**src/rtl/icache_responder.sv**
```systemverilog
// Direct-mapped, one-word-per-line instruction cache responder with a single outstanding miss.
// Define ICACHE_STATS_EN to build the saturating hit/miss counters; otherwise they read as zero.
module icache_responder #(
  parameter int INDEX_W = 4
) (
  input  logic        clk,
  input  logic        rst,
  input  logic        rdy,
  input  logic [31:0] addr,
  input  logic        rn,
  output logic [31:0] Inst,
  output logic        Read_ready,
  input  logic        inv,
  output logic        mem_req,
  output logic [31:0] mem_addr,
  input  logic [31:0] mem_data,
  input  logic        mem_ready,
  output logic [31:0] hit_cnt,
  output logic [31:0] miss_cnt
);

  localparam int LINES = 1 << INDEX_W;
  localparam int TAG_W = 16 - INDEX_W;

  typedef enum logic {IDLE, MISS} state_e;

  state_e               state_q, state_d;
  logic [LINES-1:0]     valid_q, valid_d;
  logic [TAG_W-1:0]     tag_mem  [LINES];
  logic [31:0]          data_mem [LINES];
  logic [INDEX_W-1:0]   miss_idx_q, miss_idx_d;
  logic [TAG_W-1:0]     miss_tag_q, miss_tag_d;
  logic                 inv_seen_q, inv_seen_d;
  logic [31:0]          inst_q, inst_d;
  logic                 rr_q, rr_d;
  logic                 req_q, req_d;
  logic [31:0]          maddr_q, maddr_d;

  logic [INDEX_W-1:0]   req_idx;
  logic [TAG_W-1:0]     req_tag;
  logic                 hit;
  logic                 fill_we;
  logic                 acc_hit, acc_miss;

  assign req_idx = addr[2+INDEX_W-1:2];
  assign req_tag = addr[17:2+INDEX_W];
  assign hit     = valid_q[req_idx] && (tag_mem[req_idx] == req_tag);

  always_comb begin
    state_d    = state_q;
    valid_d    = valid_q;
    miss_idx_d = miss_idx_q;
    miss_tag_d = miss_tag_q;
    inv_seen_d = inv_seen_q;
    inst_d     = inst_q;
    rr_d       = rr_q;
    req_d      = req_q;
    maddr_d    = maddr_q;
    fill_we    = 1'b0;
    acc_hit    = 1'b0;
    acc_miss   = 1'b0;
    if (rdy) begin
      case (state_q)
        IDLE: begin
          if (inv) begin
            valid_d = '0;
          end else if (rn) begin
            if (hit) begin
              inst_d  = data_mem[req_idx];
              rr_d    = 1'b1;
              acc_hit = 1'b1;
            end else begin
              rr_d       = 1'b0;
              req_d      = 1'b1;
              maddr_d    = {addr[31:2], 2'b00};
              miss_idx_d = req_idx;
              miss_tag_d = req_tag;
              inv_seen_d = 1'b0;
              state_d    = MISS;
              acc_miss   = 1'b1;
            end
          end
        end
        MISS: begin
          if (inv) begin
            valid_d    = '0;
            inv_seen_d = 1'b1;
          end
          if (mem_ready) begin
            fill_we = 1'b1;
            // A fence.i seen at any point during the miss leaves the new line invalid.
            if (!(inv || inv_seen_q)) valid_d[miss_idx_q] = 1'b1;
            inst_d  = mem_data;
            rr_d    = 1'b1;
            req_d   = 1'b0;
            state_d = IDLE;
          end
        end
        default: state_d = IDLE;
      endcase
    end
  end

  always_ff @(posedge clk or negedge rst) begin
    if (!rst) begin
      state_q    <= IDLE;
      valid_q    <= '0;
      miss_idx_q <= '0;
      miss_tag_q <= '0;
      inv_seen_q <= 1'b0;
      inst_q     <= '0;
      rr_q       <= 1'b0;
      req_q      <= 1'b0;
      maddr_q    <= '0;
    end else begin
      state_q    <= state_d;
      valid_q    <= valid_d;
      miss_idx_q <= miss_idx_d;
      miss_tag_q <= miss_tag_d;
      inv_seen_q <= inv_seen_d;
      inst_q     <= inst_d;
      rr_q       <= rr_d;
      req_q      <= req_d;
      maddr_q    <= maddr_d;
    end
  end

  // Tag and data arrays carry no reset; only the valid bits qualify their contents.
  always_ff @(posedge clk) begin
    if (fill_we) begin
      tag_mem[miss_idx_q]  <= miss_tag_q;
      data_mem[miss_idx_q] <= mem_data;
    end
  end

  assign Inst       = inst_q;
  assign Read_ready = rr_q;
  assign mem_req    = req_q;
  assign mem_addr   = maddr_q;

`ifdef ICACHE_STATS_EN
  logic [31:0] hit_q, miss_q;
  logic        unused_bits;

  always_ff @(posedge clk or negedge rst) begin
    if (!rst) begin
      hit_q  <= '0;
      miss_q <= '0;
    end else begin
      if (acc_hit && (hit_q != 32'hFFFF_FFFF))   hit_q  <= hit_q + 32'd1;
      if (acc_miss && (miss_q != 32'hFFFF_FFFF)) miss_q <= miss_q + 32'd1;
    end
  end

  assign hit_cnt     = hit_q;
  assign miss_cnt    = miss_q;
  assign unused_bits = ^addr[1:0];
`else
  logic unused_bits;

  assign hit_cnt     = '0;
  assign miss_cnt    = '0;
  assign unused_bits = ^{addr[1:0], acc_hit, acc_miss};
`endif

endmodule

```
**config.mk**
```make
export PLATFORM = sky130hd
export DESIGN_NAME = icache_responder
export DESIGN_NICKNAME = d
export VERILOG_FILES = /design/src/rtl/icache_responder.sv
export SDC_FILE = /design/constraint.sdc
export NUM_CORES = 1
export LEC_CHECK = 0
export ABC_CLOCK_PERIOD_IN_PS = 3800
export BUFFER_PORTS_ARGS = -buffer_cell sky130_fd_sc_hd__buf_2
export CORE_UTILIZATION = 55
export DETAILED_ROUTE_END_ITERATION = 12
export PLACE_DENSITY = 0.79
export SYNTH_ARGS = -nofsm -noshare
export SYNTH_HDL_FRONTEND = slang
export SYNTH_SLANG_ARGS = --single-unit
```
**constraint.sdc**
```tcl
create_clock -name clk -period 3.8 [get_ports clk]
set_clock_uncertainty 0.1 [all_clocks]
set_input_delay 0.19 -clock clk [delete_from_list [all_inputs] [get_ports clk]]
set_output_delay 0.19 -clock clk [all_outputs]
set_load 0.03 [all_outputs]
```
==> impl_metrics.tcl <==
set metrics [dict create \
    ctsHtreeMaxLevel 3 \
    layout-drive-gt1-share_pct 30.2 \
    viasPerCell 6.31 \
    rows 87 \
    synth-seq-cells 786 \
    critPathMostFrequentCell "mux4_2" \
    critPathArrivalTime_ns 4.08 \
    cp-end-kind "flop" \
    path_max_fanout 26 \
    setup_viol 0 \
    fp.dieArea_sq_um 57900 \
    cts.repair.resized 0 \
    grt_pass1_vias 16673 \
    synthArstFlopShare_pct 10.4 \
    first_iter_violations 1951 \
    finalCriticalPeriod_ns 3.62 \
    place.gp.congestion 0.779 \
    fmax_mhz 276 \
    power_density_nw_per_um2 582 \
    yosysWarnings 0 \
    peakVddDrop_uv 437 \
    route.detailed.drc 0 \
    outcome "complete, no violations" \
    rsz0062_at_grt "false" \
    numClockSinks 786 \
    grt_max_degree 79 \
    maxCapViolCount 0 \
    path_cells "mux4_2 -> mux4_2 -> xor2_1 -> nor4_1 -> buf_4 -> nand4_4 -> nand2_2 -> buf_12 -> a32o_1 -> dlygate4sd3_1" \
    dp_hpwl_um 36500 \
    cts-buffers-inserted 78 \
    critical_path_class "flop to flop" \
    io_buffers 131 \
    cp-start-kind "flop" \
    slew_viol_final 0 \
    synth.cell_area_sq_um 31300 \
    p_leak_nw 12.1 \
    ios 200 \
    routed_wl_um 73500 \
    finalHoldWorstSlack_ns 0.0585 \
    timing.final.crit_share_pct 95.3 \
    fillers 3575 \
    syn_area_per_cell_sq_um 20.7 \
    ctsRootBufferMaster "clkbuf_16" \
    grt_usage_pct 26.1 \
    final_nets 1823 \
    initial_core_util_pct 55.6 \
    cts_tree "built" \
    area_growth_pct 15.3 \
    slowest_delay_ns 0.55 \
    final_util_pct 64.1 \
    overflow 0 \
    syn_inst 1513 \
    worst_skew_pair.late_latency_ns 0.63 \
    grt_pass1_wl_um 108000 \
    fp.dieW_um 241 \
    hold_viol_final 0 \
    drtAntennaViolNets 0 \
    synth_cell_type_count 47 \
    wl_per_cell_um 28.5 \
    die_y_um 241 \
    grt_antenna_before_repair 3 \
    core_area_sq_um 56300 \
    synth_edf_count 704 \
    tightest_slew_ns 0.879 \
    total_power_w 0.0210 \
    clk_pin_slew_worst_paths_ns 0.06 \
    worst_path_max_delay_cell "dlygate4sd3_1" \
    vias 16264 \
    slew_headroom_pct 41.4 \
    ys_dominant_reg_cell "edfxtp_1" \
    synth_seq_area_share_pct 74.1 \
    firstDrtPassIters 7 \
    cp_data_required_time_ns 4.26 \
    clk_path_buf_depth 3 \
    hold_path.class "input pin to asynchronous set/reset pin" \
]
sequential cells by signal (all words and copies together), names as in the netlist:
name,cells
data_mem,512
tag_mem,192
Inst,32
mem_addr,16
valid_q,16
miss_tag_q,11
miss_idx_q,3
Read_ready,1
inv_seen_q,1
mem_req,1
state_q,1
path summary, 6_finish.rpt:
check                         startpoint             to  slack (ns)  depth (start not counted)
setup / recovery           tag_mem[6][5]     inv_seen_q        0.18                         10
hold / removal                       rst   mem_addr[26]        0.06                          2
setup reg to reg           tag_mem[6][5]     inv_seen_q        0.18                         10
hold reg to reg              valid_q[12]    valid_q[12]        0.38                          1
max in group asynchronous            rst       Inst[26]        2.56                          3
min in group clk                 addr[3]  miss_idx_q[1]        0.11                          2
Yosys cell counts, drive strengths merged, types with 19 or more instances:
master / count / share of area [%]
mux2i: 27 / 0.86
dfrtp: 82 / 6.6
clkbuf: 34 / 0.41
edfxtp: 704 / 68
nand3b: 65 / 1.6
nand2: 19 / 0.24
a21oi: 34 / 0.54
mux4: 202 / 15
buf: 116 / 2.5
and3: 34 / 0.68
nor2: 28 / 0.34
nand3: 36 / 0.58
mux2: 45 / 1.6
worst max-delay path, delay by kind of cell, from the launching register on:
kind | cells | cell delay [ns]
AOI/OAI and AO/OA | 1 | 0.15
xor gates and xnor gates | 1 | 0.18
buffers and inverters | 3 | 0.97
DFF | 1 | 0.42
muxes | 2 | 0.95
and+or+nand+nor | 3 | 0.77
layer usage:
layer  track usage (%)  vias to the layer above  share of wire, %  routed length (um)
li1                  -                     6583                 -                   -
met1              35.4                     8463                37               27300
met5                 0                        -             0.018                  13
met3              4.98                      164                10                7320
met2              42.6                     1052                50               36700
met4              9.75                        2               2.9                2120
placed cells by master (no fill, tap or decap), types with 6 or more instances in the layout:
| master | netlist | final |
|---|---|---|
| a21oi_1 | 34 | 34 |
| a221oi_1 | 6 | 6 |
| a22o_1 | 10 | 10 |
| and3_1 | 34 | 34 |
| buf_12 | 0 | 14 |
| buf_2 | 16 | 126 |
| buf_4 | 71 | 39 |
| clkbuf_1 | 34 | 13 |
| clkbuf_16 | 0 | 78 |
| clkinv_1 | 0 | 6 |
| clkinv_2 | 0 | 28 |
| conb_1 | 1 | 66 |
| dfrtp_1 | 82 | 81 |
| dlygate4sd3_1 | 0 | 64 |
| edfxtp_1 | 704 | 704 |
| mux2_1 | 27 | 27 |
| mux2_2 | 18 | 18 |
| mux2i_1 | 27 | 27 |
| mux4_2 | 202 | 202 |
| nand2_1 | 18 | 18 |
| nand2b_1 | 9 | 9 |
| nand3_1 | 36 | 36 |
| nand3b_1 | 65 | 65 |
| nor2_1 | 28 | 11 |
| nor2_4 | 0 | 17 |
| nor2b_1 | 10 | 10 |
| o21ai_0 | 7 | 7 |
| xor2_1 | 9 | 9 |
timing repair:
| item | 4_1_cts | 5_1_grt |
|---|---|---|
| hold buffers | 64 | 0 |
| endpoints found under the hold margin | 600 | 0 |
| buffers inserted | 0 | 0 |
report_power, final:
part	switching, W	total [W]	internal [W]	leakage [nW]
clock network	0.00330	0.00754	0.00424	1.24
registers	0.000565	0.0107	0.0102	7.25
logic	0.00183	0.00277	0.000936	3.63
logic make-up after synthesis:
kind of cell | Yosys count | synth area share, %
AOI/OAI and AO/OA | 79 | 1.69
buffers and inverters | 151 | 2.92
and+or+nand+nor | 213 | 4.02
DFF | 786 | 74.1
xor gates and xnor gates | 9 | 0.252
muxes | 274 | 17.0
other | 1 | 0.0120
through the flow:
stage	setup TNS (ns)	std cells	instance area (sq um)	worst slack, ns
after floorplan	-6.71	1578	31500	-0.0420
after global placement	0	2365	32900	0.0812
after detailed placement	0	2365	32900	0.00265
after CTS	0	2575	36100	0.192
after global routing	0	2577	36100	0.0764
final	0	2578	36100	0.178
area by class of cell:
type	count	area [sq um]	area share (%)
multi-input cells	641	7570	21.0
clock buffers	95	2060	5.69
well taps	756	946	2.62
repair buffers	245	1870	5.18
inverters	1	3.75	0.0104
clock inverters	51	449	1.24
diodes	3	7.51	0.0208
flip-flops and latches	786	23200	64.2
Power figures use the tool's default switching activity.
